<file path="config.mk">
export PLATFORM = sky130hd
export DESIGN_NAME = vending_ctrl_n
export DESIGN_NICKNAME = d
export VERILOG_FILES = /design/src/rtl/vending_ctrl_n.sv
export SDC_FILE = /design/constraint.sdc
export NUM_CORES = 1
export LEC_CHECK = 0
export CORE_ASPECT_RATIO = 0.5
export CORE_MARGIN = 8
export CORE_UTILIZATION = 60
export CTS_CLUSTER_SIZE = 30
export DETAILED_ROUTE_END_ITERATION = 16
export HOLD_SLACK_MARGIN = 0.1
export PLACE_DENSITY = 0.81
export SYNTH_ARGS = -nofsm -noshare
export SYNTH_HDL_FRONTEND = slang
export SYNTH_SLANG_ARGS = --single-unit
export TNS_END_PERCENT = 100
</file>
<file path="constraint.sdc">
create_clock -name clk -period 7.3 [get_ports clk]
set_input_delay 0.73 -clock clk [delete_from_list [all_inputs] [get_ports clk]]
set_output_delay 0.73 -clock clk [all_outputs]
set_load 0.02 [all_outputs]
</file>
<file path="src/rtl/vending_ctrl_n.sv">
// Vending controller: N items with price/stock loaded at start-up,
// saturating credit, restock, and registered dispense/change/deny pulses.
module vending_ctrl_n #(
  parameter int N_ITEMS = 4,
  parameter int W       = 8,
  parameter int SW      = 8
) (
  input  logic          clk,
  input  logic          rst,
  input  logic          cfg_valid,
  input  logic [W-1:0]  cfg_data,
  input  logic [W-1:0]  coin,
  input  logic [2:0]    sel,
  input  logic          refund,
  input  logic          rs_valid,
  input  logic [2:0]    rs_idx,
  input  logic [SW-1:0] rs_qty,
  output logic          ready,
  output logic [W-1:0]  credit,
  output logic [2:0]    product,
  output logic          product_valid,
  output logic [W-1:0]  change,
  output logic          change_valid,
  output logic          deny,
  output logic          coin_rej,
  output logic          empty
);

  typedef enum logic [1:0] {LOAD, SERVE, EMPTY} state_t;

  localparam int CW = $clog2(2 * N_ITEMS) + 1;
  localparam logic [CW-1:0] LAST = CW'(2 * N_ITEMS - 1);

  state_t r_state, w_state;

  logic [W-1:0]  r_price [N_ITEMS];
  logic [W-1:0]  w_price [N_ITEMS];
  logic [SW-1:0] r_stock [N_ITEMS];
  logic [SW-1:0] w_stock [N_ITEMS];
  logic [W-1:0]  r_credit, w_credit;
  logic [CW-1:0] r_cnt, w_cnt;

  logic [2:0]    r_prod, w_prod;
  logic [W-1:0]  r_chg, w_chg;
  logic          r_pv, w_pv;
  logic          r_cv, w_cv;
  logic          r_deny, w_deny;
  logic          r_rej, w_rej;
  logic          r_ready, r_empty;

  logic [W:0]         w_sum;
  logic               w_ovf;
  logic [W-1:0]       w_eff;
  logic               w_hit;
  logic [W-1:0]       w_pk;
  logic [SW-1:0]      w_sk;
  logic [N_ITEMS-1:0] w_selv, w_rsv, w_dec;
  logic [SW:0]        w_tmp;
  logic               w_done, w_any;

  // Coin that would overflow credit is dropped, not partially accepted.
  assign w_sum = {1'b0, r_credit} + {1'b0, coin};
  assign w_ovf = w_sum[W];
  assign w_eff = w_ovf ? r_credit : w_sum[W-1:0];

  always_comb begin
    w_hit  = 1'b0;
    w_pk   = '0;
    w_sk   = '0;
    w_selv = '0;
    w_rsv  = '0;
    for (int i = 0; i < N_ITEMS; i++) begin
      w_selv[i] = (sel == 3'(i + 1));
      w_rsv[i]  = rs_valid && (rs_idx == 3'(i + 1));
      if (w_selv[i]) begin
        w_hit = 1'b1;
        w_pk  = r_price[i];
        w_sk  = r_stock[i];
      end
    end
  end

  always_comb begin
    w_state  = r_state;
    w_credit = r_credit;
    w_cnt    = r_cnt;
    w_price  = r_price;
    w_stock  = r_stock;
    w_prod   = '0;
    w_pv     = 1'b0;
    w_chg    = '0;
    w_cv     = 1'b0;
    w_deny   = 1'b0;
    w_rej    = 1'b0;
    w_dec    = '0;
    w_done   = 1'b0;
    w_tmp    = '0;
    w_any    = 1'b0;
    unique case (r_state)
      LOAD: begin
        w_chg = coin;
        w_cv  = |coin;
        if (cfg_valid) begin
          w_cnt  = r_cnt + 1'b1;
          w_done = (r_cnt == LAST);
          for (int i = 0; i < N_ITEMS; i++) begin
            if (r_cnt == CW'(2 * i))
              w_price[i] = cfg_data;
            if (r_cnt == CW'(2 * i + 1))
              w_stock[i] = SW'(cfg_data);
          end
        end
      end
      SERVE: begin
        w_rej    = w_ovf;
        w_credit = w_eff;
        if (refund) begin
          w_chg    = w_eff;
          w_cv     = |w_eff;
          w_credit = '0;
        end else if (sel != 3'd0) begin
          if (w_hit && w_eff >= w_pk && w_sk != '0) begin
            w_prod   = sel;
            w_pv     = 1'b1;
            w_chg    = w_eff - w_pk;
            w_cv     = 1'b1;
            w_credit = '0;
            w_dec    = w_selv;
          end else begin
            w_deny = 1'b1;
          end
        end
      end
      EMPTY: begin
        w_rej    = w_ovf;
        w_chg    = w_eff;
        w_cv     = |w_eff;
        w_credit = '0;
        w_deny   = |sel;
      end
      default: w_state = LOAD;
    endcase
    // Vend and restock on one item combine before saturation.
    for (int i = 0; i < N_ITEMS; i++) begin
      if (r_state != LOAD) begin
        w_tmp = {1'b0, r_stock[i]}
              - {{SW{1'b0}}, w_dec[i]}
              + (w_rsv[i] ? {1'b0, rs_qty} : '0);
        w_stock[i] = w_tmp[SW] ? '1 : w_tmp[SW-1:0];
      end
      w_any = w_any | (|w_stock[i]);
    end
    if (r_state != LOAD || w_done)
      w_state = w_any ? SERVE : EMPTY;
  end

  always_ff @(posedge clk or negedge rst) begin
    if (!rst) r_state <= LOAD;
    else      r_state <= w_state;
  end

  always_ff @(posedge clk or negedge rst) begin
    if (!rst) begin
      r_credit <= '0;
      r_cnt    <= '0;
      for (int i = 0; i < N_ITEMS; i++) begin
        r_price[i] <= '0;
        r_stock[i] <= '0;
      end
      r_prod  <= '0;
      r_pv    <= 1'b0;
      r_chg   <= '0;
      r_cv    <= 1'b0;
      r_deny  <= 1'b0;
      r_rej   <= 1'b0;
      r_ready <= 1'b0;
      r_empty <= 1'b0;
    end else begin
      r_credit <= w_credit;
      r_cnt    <= w_cnt;
      r_price  <= w_price;
      r_stock  <= w_stock;
      r_prod   <= w_prod;
      r_pv     <= w_pv;
      r_chg    <= w_chg;
      r_cv     <= w_cv;
      r_deny   <= w_deny;
      r_rej    <= w_rej;
      r_ready  <= (w_state != LOAD);
      r_empty  <= (w_state == EMPTY);
    end
  end

  assign ready         = r_ready;
  assign credit        = r_credit;
  assign product       = r_prod;
  assign product_valid = r_pv;
  assign change        = r_chg;
  assign change_valid  = r_cv;
  assign deny          = r_deny;
  assign coin_rej      = r_rej;
  assign empty         = r_empty;

endmodule

</file>
==> summary.md <==
| Metric | Value |
|---|---|
| Status | complete, no violations |
| Number of global-route vias before repair | 7327 |
| Clock Latency Late Sink | 0.36 ns |
| Hold WC Path Type | input pin to asynchronous set/reset pin |
| Post-synth cell types | 85 |
| Post-synth top area share | 29.57% |
| Normalized max-slew margin | 32.38% |
| CTS tree | yes |
| IO Pins | 60 |
| CTS buffer count | 9 |
| Synth top area cells | dfrtp_1 30%, ha_1 14%, inv_1 5.8% |
| Final min period | 6.990 ns |
| Total Routing Usage GR | 26.02% |
| Logic pwr share | 69.7% |
| Worst R2R Setup Slack | 0.66 ns |
| Via density | 6.227 |
| Post-synth EDFFs | 0 |
| Final ANT Viol Nets | 0 |
| Clock slew at reported path FFs | 0.08 ns |
| Post-synth top cells | 124 x inv_1, 95 x dfrtp_1, 88 x ha_1, 88 x nand2_1, 67 x nor2_1 |
| Utilization of the core after routing | 72.60% |
| Adder-cell area share of the yosys netlist | 15.19% |
| Syn Area/Cell | 8.627 sq um |
| Area grow syn2layout | 20.32% |
| Most used cell, CP | fa_2 |
| Crit path max fanout | 3 |
| Synth Flop Type | dfrtp_1 |
| Max Freq | 143.1 MHz |
| Net count, final | 1164 |
| Critical Path Sink Type | flop |
| PortBufs | 59 |
| Post-synthesis mux area share | 7.376% |
| TritonRoute pass-1 iters | 6 |
| Post-Synth XOR/XNOR Area | 3.252% |
| Clock power frac | 12.0% |
| Most frequent cell after synthesis | inv_1 |
| Fill cells | 953 |
| Die Wd | 179.7 um |
| Syn nets | 1061 |
| DR iter-0 viols | 942 |
| Synth Area in Simple Gates | 17.46% |
| Initial antenna violation count | 0 |
| Total gr overflow | 0 |
| DRC Markers | 0 |
| Sw Share | 46.45% |
| Starting Density | 60.34% |
| Setup TNS | 0 ns |
| Leakage | 4.528 nW |
| Placed instance area | 9174 sq um |
| Worst Setup Start Kind | input pin |
| Die area | 17590 sq um |
| Finished Cell Area | 9674 sq um |
| P_int | 0.002194 W |
| Final Hold Slack | 0.2405 ns |
| Clock tree buffer depth | 2 |
| Arr. time, crit path | 7.23 ns |
| Clock tree sinks | 95 |
| Core Rows | 30 |
| Final setup viols | 0 |
| Skew final | 0.008560 ns |
| Post-Syn Instances | 932 |
| Main combinational cell family by area after synthesis | compound AO/OA/AOI/OAI gates |
| Layout cells sized above 1 | 16.73% |
| Hold_buf cts | 0 |
| Yosys warns | 0 |
| First-pass GRT wire length | 37380 um |
| Placer Congestion | 0.9353 |
| Core region area | 13330 sq um |
| Synth area leader | dfrtp_1 |
| Period utilization | 95.75% |
| Slew Limit Fails | 0 |
| Routed wire length | 23620 um |
| CP peak stage delay | 0.45 ns |
| Place WS | -0.4857 ns |
| Chip Height | 97.86 um |
| Seq cells post-synth | 95 |
| Async set-or-reset flop fraction in the synthesized netlist | 100.0% |
| Worst slew pin tran | 1.014 ns |
| Root buf cell | clkbuf_16 |
| Setup CP Type | input pin to flop |
| Post-synthesis compound-gate area fraction | 19.13% |
| Max cap viols | 0 |
| Number of diodes | 0 |
| P per Cell Area | 423.5 nW/um^2 |
| Vias | 7572 |
| CP Data Required Time | 7.54 ns |
| Sequential Power Share | 18.4% |
| Sequential share of the synthesized area | 29.57% |
| Fin worst setup slack | 0.3104 ns |
| H-tree levels | 3 |
| WL/cell | 19.42 um |
| Post-DP HPWL | 17710 um |
| Largest net degree at the start of global routing | 85 |
| Synthesized area | 8040 sq um |
| Switch Pwr | 0.001903 W |
| Max VDD drop | 0.2138 mV |
| CP max stage cell | clkdlybuf4s50_1 |
| Endpoints failing hold | 0 |
[registers in the layout, indices dropped and copies added, names as in the netlist]
| signal | flops |
|---|---|
| credit | 8 |
| change_valid | 1 |
| r_price | 32 |
| empty | 1 |
| coin_rej | 1 |
| product | 3 |
| r_state | 2 |
| ready | 1 |
| r_stock | 32 |
| product_valid | 1 |
| deny | 1 |
| change | 8 |
| r_cnt | 4 |
[area by class of cell]
class	instances	area, sq um	area share (%)
sequential	95	2377	24.57
timing repair buffer	132	1140	11.78
tap	176	220.2	2.276
inverter	126	473.0	4.889
clock inverter	7	81.33	0.8407
multi-input combinational	671	5157	53.31
clock buffer	9	225.2	2.328
[metal layers]
layer / up-vias / track usage, % / share of wire [%]
li1: 3499 / - / -
met1: 3635 / 34.36 / 44
met2: 376 / 41.96 / 45
met3: 62 / 5.113 / 8.1
met4: 0 / 9.548 / 3.0
met5: - / 0 / 0
[power groups by stage]
stage                     sequential, W  clock, W  combinational, W
after detailed placement       0.000758         0           0.00264
after global placement         0.000754         0           0.00257
final                          0.000753  0.000490           0.00285
after floorplan                0.000785         0           0.00171
after CTS                      0.000747  0.000491           0.00268
after global routing           0.000764  0.000508           0.00312
[cell usage in the layout, fill, tap and decap left out, types with 4 or more instances in the layout]
cell type        count
a211oi_1             4
a21o_1              11
a21oi_1             43
a21oi_2              5
a222oi_1             6
a22oi_1             18
a31oi_1              7
a32oi_1              6
and2_1               5
buf_4               73
clkbuf_16            9
clkdlybuf4s50_1     58
dfrtp_1             95
fa_2                 4
ha_1                85
inv_1              124
mux2_2              35
mux2i_1             16
nand2_1             88
nand2b_1             8
nand3_1             19
nand3b_1             4
nand4_1              7
nor2_1              67
nor2b_1              8
nor3_1              24
nor4_1              10
o211ai_1            10
o21a_1               4
o21ai_0             20
o21ai_1             15
o21bai_1             8
o22a_1               7
o22ai_1              5
o2bb2ai_1            5
o31ai_1              7
xnor2_1             17
xor2_1              10
[stage by stage]
stage / instances / total power [W]
floorplan: 932 / 0.002494
CTS: 1209 / 0.003913
global placement: 1193 / 0.003326
finish: 1216 / 0.004097
global route: 1216 / 0.004391
detailed placement: 1193 / 0.003394
[final timing paths]
| path | from | to | cells past startpoint |
|---|---|---|---|
| setup reg to reg | credit[0] | r_state[0] | 30 |
| min in group clk | r_price[14] | r_price[14] | 1 |
| hold / removal | rst | change[0] | 1 |
| max in group asynchronous | rst | r_price[25] | 2 |
| setup / recovery | coin[0] | r_state[0] | 31 |
| hold reg to reg | r_price[14] | r_price[14] | 1 |
[worst max-delay path: cells and delay by family]
| family | cells | cell delay, ns |
|---|---|---|
| AOI/OAI and AO/OA | 12 | 2.24 |
| adders and majority gates | 7 | 1.98 |
| and+or+nand+nor | 8 | 1.54 |
| buffers and inverters | 3 | 0.56 |
| muxes | 1 | 0.18 |
[cells by family after synthesis]
logic type | count (synthesis)
AO/OA/AOI/OAI | 214
XOR/XNOR | 29
adder cells (fa/ha/maj) | 94
buffers and inverters | 166
flip-flops | 95
multiplexers | 54
AND/OR/NAND/NOR | 280
[repair_timing]
action                                  in CTS  in global routing
gates resized for setup                      4                 25
endpoints found under the setup margin       3                  4
pin swaps                                    1                 18
setup buffers                                0                  7
Power figures use the tool's default switching activity.
